`config.mk`:
```
export PLATFORM = sky130hd
export DESIGN_NAME = sipo_frame_ctrl
export DESIGN_NICKNAME = d
export VERILOG_FILES = /design/src/rtl/sipo_frame_pkg.sv /design/src/rtl/sipo_shift_en.sv /design/src/rtl/sipo_frame_ctrl.sv
export SDC_FILE = /design/constraint.sdc
export NUM_CORES = 1
export LEC_CHECK = 0
export CORE_UTILIZATION = 40
export CTS_BUF_LIST = sky130_fd_sc_hd__clkbuf_16
export DETAILED_ROUTE_END_ITERATION = 8
export MAX_ROUTING_LAYER = met4
export PLACE_DENSITY = 0.69
export SYNTH_ARGS = -nofsm -noshare
export SYNTH_HDL_FRONTEND = slang
export SYNTH_SLANG_ARGS = --single-unit
```
`constraint.sdc`:
```
create_clock -name clk -period 1.4 [get_ports clk]
set_input_delay 0.28 -clock clk [delete_from_list [all_inputs] [get_ports clk]]
set_output_delay 0.28 -clock clk [all_outputs]
set_load 0.005 [all_outputs]
```
`src/rtl/sipo_frame_pkg.sv`:
```
// Shared types and constants for the framed serial receiver.
// Optional feature macro: SIPO_FRAME_PARITY_EN (even parity bit after the data bits).
package sipo_frame_pkg;

   localparam int STATE_W        = 2;
   localparam int DEFAULT_DATA_W = 8;

   typedef enum logic [STATE_W-1:0] {
      IDLE  = 2'd0,
      SHIFT = 2'd1,
      PAR   = 2'd2,
      STOP  = 2'd3
   } state_t;

endpackage

```
`src/rtl/sipo_shift_en.sv`:
```
// Serial-in/parallel-out shift register: din enters at the MSB and bits move toward the LSB,
// so after DATA_W shifts the first bit received sits in q[0].
module sipo_shift_en #(
   parameter int DATA_W = 8
) (
   input  logic              clk,
   input  logic              clr_n,
   input  logic              en,
   input  logic              din,
   output logic [DATA_W-1:0] q
);

   // NOTE: sequential state always uses non-blocking (<=) so every register samples pre-edge values.
   always_ff @(posedge clk) begin
      if (!clr_n) begin
         q <= '0;
      end else if (en) begin
         q <= {din, q[DATA_W-1:1]};
      end
   end

endmodule

```
`src/rtl/sipo_frame_ctrl.sv`:
```
// Framed serial receiver: start bit, DATA_W data bits LSB first, [parity], stop bit, valid/ready output.
// Optional feature macro: SIPO_FRAME_PARITY_EN adds a PAR state checking even parity.
module sipo_frame_ctrl
   import sipo_frame_pkg::*;
#(
   parameter int DATA_W = DEFAULT_DATA_W
) (
   input  logic              clk,
   input  logic              rst_n,
   input  logic              din,
   output logic [DATA_W-1:0] dout,
   output logic              dout_valid,
   input  logic              dout_ready,
   output logic              busy,
   output logic              frame_err,
   output logic              overrun
);

   localparam int CNT_W = $clog2(DATA_W + 1);

   state_t             state;
   state_t             next;
   logic [CNT_W-1:0]   cnt;
   logic               start;
   logic               shift_en;
   logic               last_bit;
   logic               frame_ok;
   logic [DATA_W-1:0]  word;
`ifdef SIPO_FRAME_PARITY_EN
   logic               parity_acc;
`endif

   // Clearing on start-bit detection keeps the shifter free of stale bits from an abandoned frame.
   sipo_shift_en #(.DATA_W(DATA_W)) u_shift (
      .clk   (clk),
      .clr_n (rst_n && !start),
      .en    (shift_en),
      .din   (din),
      .q     (word)
   );

   assign last_bit = (cnt == CNT_W'(DATA_W - 1));
   assign busy     = (state != IDLE);

`ifdef SIPO_FRAME_PARITY_EN
   assign frame_ok = din && !parity_acc;
`else
   assign frame_ok = din;
`endif

   // NOTE: every always_comb output gets a default first, so no path can infer a latch.
   always_comb begin
      next     = state;
      start    = 1'b0;
      shift_en = 1'b0;
      case (state)
         IDLE: begin
            if (!din) begin
               next  = SHIFT;
               start = 1'b1;
            end
         end
         SHIFT: begin
            shift_en = 1'b1;
            if (last_bit) begin
`ifdef SIPO_FRAME_PARITY_EN
               next = PAR;
`else
               next = STOP;
`endif
            end
         end
`ifdef SIPO_FRAME_PARITY_EN
         PAR:     next = STOP;
`endif
         STOP:    next = IDLE;
         default: next = IDLE;
      endcase
   end

   always_ff @(posedge clk) begin
      if (!rst_n) begin
         state      <= IDLE;
         cnt        <= '0;
         dout       <= '0;
         dout_valid <= 1'b0;
         frame_err  <= 1'b0;
         overrun    <= 1'b0;
`ifdef SIPO_FRAME_PARITY_EN
         parity_acc <= 1'b0;
`endif
      end else begin
         state     <= next;
         frame_err <= 1'b0;
         overrun   <= 1'b0;

         if (start) begin
            cnt <= '0;
         end else if (shift_en) begin
            cnt <= cnt + 1'b1;
         end

`ifdef SIPO_FRAME_PARITY_EN
         if (start) begin
            parity_acc <= 1'b0;
         end else if (shift_en || state == PAR) begin
            parity_acc <= parity_acc ^ din;
         end
`endif

         if (dout_valid && dout_ready) begin
            dout_valid <= 1'b0;
         end

         // A new word may load in the same cycle the held word is accepted.
         if (state == STOP) begin
            if (!frame_ok) begin
               frame_err <= 1'b1;
            end else if (!dout_valid || dout_ready) begin
               dout       <= word;
               dout_valid <= 1'b1;
            end else begin
               overrun <= 1'b1;
            end
         end
      end
   end

endmodule
```
==> metrics.txt, run 1 <==
# TYPE chip_impl_metric gauge
chip_impl_metric{name="ctsHoldBuffers",unit=""} 0
chip_impl_info{name="critical-path-top-delay-family",value="buffers and inverters"} 1
chip_impl_metric{name="final-max-slew-violation-count",unit=""} 0
chip_impl_info{name="area_contributors_post_synth",value="sky130_fd_sc_hd__dfxtp_1 (52%), sky130_fd_sc_hd__nand2_1 (14%), sky130_fd_sc_hd__mux2i_1 (8.3%), sky130_fd_sc_hd__a21oi_1 (5.7%), sky130_fd_sc_hd__buf_2 (2.1%)"} 1
chip_impl_metric{name="grt_pass1_vias",unit=""} 716
chip_impl_metric{name="via_density_per_instance",unit=""} 4.66
chip_impl_metric{name="finish.net_count",unit=""} 136
chip_impl_metric{name="power_density",unit="mW/mm²"} 1110
chip_impl_metric{name="post_detailed_route_drc_marker_count",unit=""} 0
chip_impl_metric{name="max_slew_margin",unit="%"} 67.5
chip_impl_metric{name="floorplan.initialDensity",unit="%"} 43.0
chip_impl_metric{name="placeableCoreArea",unit="mm²"} 0.00223
chip_impl_metric{name="ioPinCount",unit=""} 16
chip_impl_info{name="tritoncts",value="yes"} 1
chip_impl_metric{name="final_worst_path_setup_slack",unit="ns"} 0.0319
chip_impl_metric{name="diodes",unit=""} 0
chip_impl_metric{name="proportion_of_layout_cells_with_a_drive_suffix_above_1",unit="%"} 10.0
chip_impl_info{name="crit_path_cell_trace",value="clkdlybuf4s50_1"} 1
chip_impl_metric{name="floorplan.rows",unit=""} 17
chip_impl_metric{name="cp.required",unit="ns"} 1.12
chip_impl_info{name="timing.critical_path.slowest_stage_cell",value="sky130_fd_sc_hd__clkdlybuf4s50_1"} 1
chip_impl_metric{name="drv_cap",unit=""} 0
chip_impl_metric{name="syn-num-nets",unit=""} 113
chip_impl_metric{name="fin_crit_sh",unit="%"} 97.7
chip_impl_metric{name="worst_skew_pair.late_latency",unit="ns"} 0.25
chip_impl_metric{name="ys_warn_count",unit=""} 0
chip_impl_metric{name="dieHeight",unit="µm"} 51.0
chip_impl_metric{name="routabilityCongestion",unit=""} 0.715
chip_impl_metric{name="grt_start_max_net_pins",unit=""} 20
chip_impl_info{name="worst-setup-path-type",value="reg2out"} 1
chip_impl_metric{name="ys_seq_area_share",unit="%"} 52.1
chip_impl_metric{name="routed-via-count",unit=""} 737
chip_impl_info{name="cts_root_buf",value="sky130_fd_sc_hd__clkbuf_16"} 1
chip_impl_metric{name="dr.first_iter.drc_count",unit=""} 11
chip_impl_info{name="startpoint_type",value="flip-flop"} 1
chip_impl_metric{name="cts_sink_cnt",unit=""} 25
chip_impl_metric{name="path_buf_inv",unit=""} 1
chip_impl_metric{name="ir_worst_vdd",unit="mV"} 0.768
chip_impl_metric{name="routed-wl-met2",unit="µm"} 786
chip_impl_metric{name="timing.fmax",unit="MHz"} 731
chip_impl_metric{name="hold_viol",unit=""} 0
chip_impl_metric{name="data_arrival_time_at_the_worst_slack_endpoint",unit="ns"} 1.09
chip_impl_metric{name="route.detailed.wl_per_inst",unit="µm"} 10.4
chip_impl_metric{name="netlist_area",unit="µm²"} 961
chip_impl_metric{name="cts.htree.levels",unit=""} 1
chip_impl_metric{name="timing.final.setup_violations",unit=""} 0
chip_impl_metric{name="netlist_instances",unit=""} 108
chip_impl_metric{name="drt_wl_total",unit="µm"} 1640
chip_impl_metric{name="cts.clk_slew.worst_paths",unit="ns"} 0.06
chip_impl_info{name="timing.critical_path.to_type",value="output port"} 1
chip_impl_metric{name="grt_antenna_before_repair",unit=""} 0
chip_impl_metric{name="floorplan.die_area",unit="mm²"} 0.00260
chip_impl_metric{name="cts_buffers",unit=""} 3
chip_impl_metric{name="ys_types",unit=""} 23
chip_impl_metric{name="synthesis.area_per_instance",unit="µm²"} 8.90
chip_impl_metric{name="max-clock-path-buffers",unit=""} 2
chip_impl_metric{name="worst_case_clock_skew",unit="ns"} 0.00173
chip_impl_metric{name="final_std_cells_w_o_fill",unit=""} 158
chip_impl_metric{name="globalRouteTotalUtil",unit="%"} 15.1
chip_impl_info{name="worstHoldPathType",value="reg2reg"} 1
chip_impl_info{name="status",value="finished, final reports clean"} 1
chip_impl_metric{name="drt-met1-wl",unit="µm"} 777
chip_impl_metric{name="period_minus_slack",unit="ns"} 1.37
chip_impl_metric{name="synthDominantCellAreaShare",unit="%"} 52.1
chip_impl_metric{name="critical_path_peak_fanout",unit=""} 2
chip_impl_metric{name="layout-area-overhead-vs-synth",unit="%"} 31.0
chip_impl_metric{name="place.detailed.instances",unit=""} 154
chip_impl_metric{name="die_w",unit="µm"} 51.0
chip_impl_metric{name="tightestPinTransition",unit="ns"} 0.486
chip_impl_metric{name="final_antenna_net_count",unit=""} 0
chip_impl_metric{name="pre_cts_ws",unit="ns"} -0.140
chip_impl_metric{name="critical-path-max-stage-delay",unit="ns"} 0.50
chip_impl_metric{name="wire_length_of_the_first_global_routing_pass",unit="µm"} 2920
chip_impl_metric{name="detailedRoute.firstPassIterationCount",unit=""} 4
chip_impl_info{name="synthDominantAreaCellType",value="sky130_fd_sc_hd__dfxtp_1"} 1
chip_impl_metric{name="filler_cell_count",unit=""} 204
chip_impl_metric{name="met3_wirelength",unit="µm"} 56
chip_impl_metric{name="dp_hpwl",unit="µm"} 1220
chip_impl_info{name="top_layer_used",value="met4"} 1
chip_impl_metric{name="leakagePower",unit="nW"} 0.451
chip_impl_metric{name="overflow",unit=""} 0
chip_impl_info{name="setup_repair_after_global_routing_missed_its_margin",value="no"} 1
chip_impl_metric{name="synth.ff_latch_count",unit=""} 25
chip_impl_metric{name="port-buffer-count",unit=""} 15
[synthesized netlist by cell type]
master / n
sky130_fd_sc_hd__nand3_1: 2
sky130_fd_sc_hd__dfxtp_1: 25
sky130_fd_sc_hd__nor2b_1: 3
sky130_fd_sc_hd__mux2i_1: 8
sky130_fd_sc_hd__nor4_1: 1
sky130_fd_sc_hd__nor2_1: 3
sky130_fd_sc_hd__a21oi_1: 11
sky130_fd_sc_hd__ha_1: 1
sky130_fd_sc_hd__or2_1: 1
sky130_fd_sc_hd__o21ai_0: 1
sky130_fd_sc_hd__xnor2_1: 1
sky130_fd_sc_hd__nand3b_1: 1
sky130_fd_sc_hd__inv_1: 1
sky130_fd_sc_hd__o21ai_2: 1
sky130_fd_sc_hd__nand2b_1: 2
sky130_fd_sc_hd__a31oi_1: 1
sky130_fd_sc_hd__nand2_1: 36
sky130_fd_sc_hd__buf_2: 4
sky130_fd_sc_hd__xor2_1: 1
sky130_fd_sc_hd__nor2_8: 1
sky130_fd_sc_hd__or3_1: 1
sky130_fd_sc_hd__buf_4: 1
sky130_fd_sc_hd__and4b_1: 1
[sequential cells by signal, summed over array words and instances, names as in the netlist]
signal / count
state: 2
u_shift.q: 8
overrun: 1
dout_valid: 1
dout: 8
cnt: 4
frame_err: 1
[placed cells by master (no fill, tap or decap)]
cell / count
sky130_fd_sc_hd__nand2_1: 36
sky130_fd_sc_hd__dfxtp_1: 25
sky130_fd_sc_hd__clkdlybuf4s50_1: 13
sky130_fd_sc_hd__a21oi_1: 11
sky130_fd_sc_hd__mux2i_1: 8
sky130_fd_sc_hd__buf_4: 8
sky130_fd_sc_hd__nor2b_1: 3
sky130_fd_sc_hd__nor2_1: 3
sky130_fd_sc_hd__clkbuf_16: 3
sky130_fd_sc_hd__nand3_1: 2
sky130_fd_sc_hd__inv_1: 2
sky130_fd_sc_hd__nand2b_1: 2
sky130_fd_sc_hd__or2_1: 1
sky130_fd_sc_hd__nor4_1: 1
sky130_fd_sc_hd__o21ai_0: 1
sky130_fd_sc_hd__or3_1: 1
sky130_fd_sc_hd__o21ai_2: 1
sky130_fd_sc_hd__nor2_8: 1
sky130_fd_sc_hd__nand3b_1: 1
sky130_fd_sc_hd__xor2_1: 1
sky130_fd_sc_hd__xnor2_1: 1
sky130_fd_sc_hd__a31oi_1: 1
sky130_fd_sc_hd__and4b_1: 1
sky130_fd_sc_hd__ha_1: 1
sky130_fd_sc_hd__dlymetal6s2s_1: 1
sky130_fd_sc_hd__dlygate4sd2_1: 1
[path summary, 6_finish.rpt]
kind | from | endpoint | slack [ns] | cells past startpoint
setup / recovery | dout[3] | dout[3] | 0.03 | 1
hold / removal | cnt[3] | state[1] | 0.44 | 1
setup reg to reg | state[1] | cnt[3] | 0.18 | 4
hold reg to reg | cnt[3] | state[1] | 0.44 | 1
[per-layer routing]
layer  vias to the layer above  track usage, %
li1                        397               -
met1                       327            17.7
met2                        11            25.7
met3                         2            1.79
met4                         0            6.94
met5                         -               -
[cells by family after synthesis]
| logic type | share of synthesized area, % |
|---|---|
| simple gates | 25.4 |
| xor+xnor | 1.82 |
| flops | 52.1 |
| compound gates | 7.81 |
| buf+inv | 3.26 |
| mux | 8.33 |
| fa+ha+maj | 1.30 |
[area by class of cell]
cell class              count  area [µm²]  area share [%]
repair buffers             23         211            16.8
clock inverters             1        3.75           0.298
well taps                  28        35.0            2.78
flip-flops and latches     25         500            39.8
multi-input cells          77         429            34.1
clock buffers               3        75.1            5.96
inverters                   1        3.75           0.298
[timing repair]
item | in CTS | in global routing
gates resized for setup | 1 | 1
endpoints found under the setup margin | 1 | 1
buffers inserted | 0 | 0
hold endpoints to repair | 0 | 0
[power breakdown]
part | total [W] | internal, W | switching [W]
clock network | 0.000600 | 0.000380 | 0.000219
registers | 0.000722 | 0.000718 | 0.00000455
logic | 0.0000788 | 0.0000359 | 0.0000429
total | 0.00140 | 0.00113 | 0.000267
[per-stage QoR]
step | instance area, µm² | util, % | total power (W) | hold slack [ns] | setup TNS, ns
floorplan | 961 | - | 0.000782 | 0.374 | 0
global placement | 1180 | 52.8 | 0.000817 | 0.425 | -0.599
detailed placement | 1180 | 52.8 | 0.000818 | 0.437 | -0.919
CTS | 1260 | 56.2 | 0.00141 | 0.446 | 0
global route | 1260 | 56.4 | 0.00145 | 0.461 | 0
finish | 1260 | 56.4 | 0.00140 | 0.441 | 0
Power figures use the tool's default switching activity.
==> run 2, diff against run 1 <==
--- a/config.mk
+++ b/config.mk
@@ -10,6 +10,7 @@
 export DETAILED_ROUTE_END_ITERATION = 8
 export MAX_ROUTING_LAYER = met4
 export PLACE_DENSITY = 0.69
+export SLEW_MARGIN = 20
 export SYNTH_ARGS = -nofsm -noshare
 export SYNTH_HDL_FRONTEND = slang
 export SYNTH_SLANG_ARGS = --single-unit
==> results of run 2 <==
The final DEF is identical to that of run 1; final timing and power are the same.
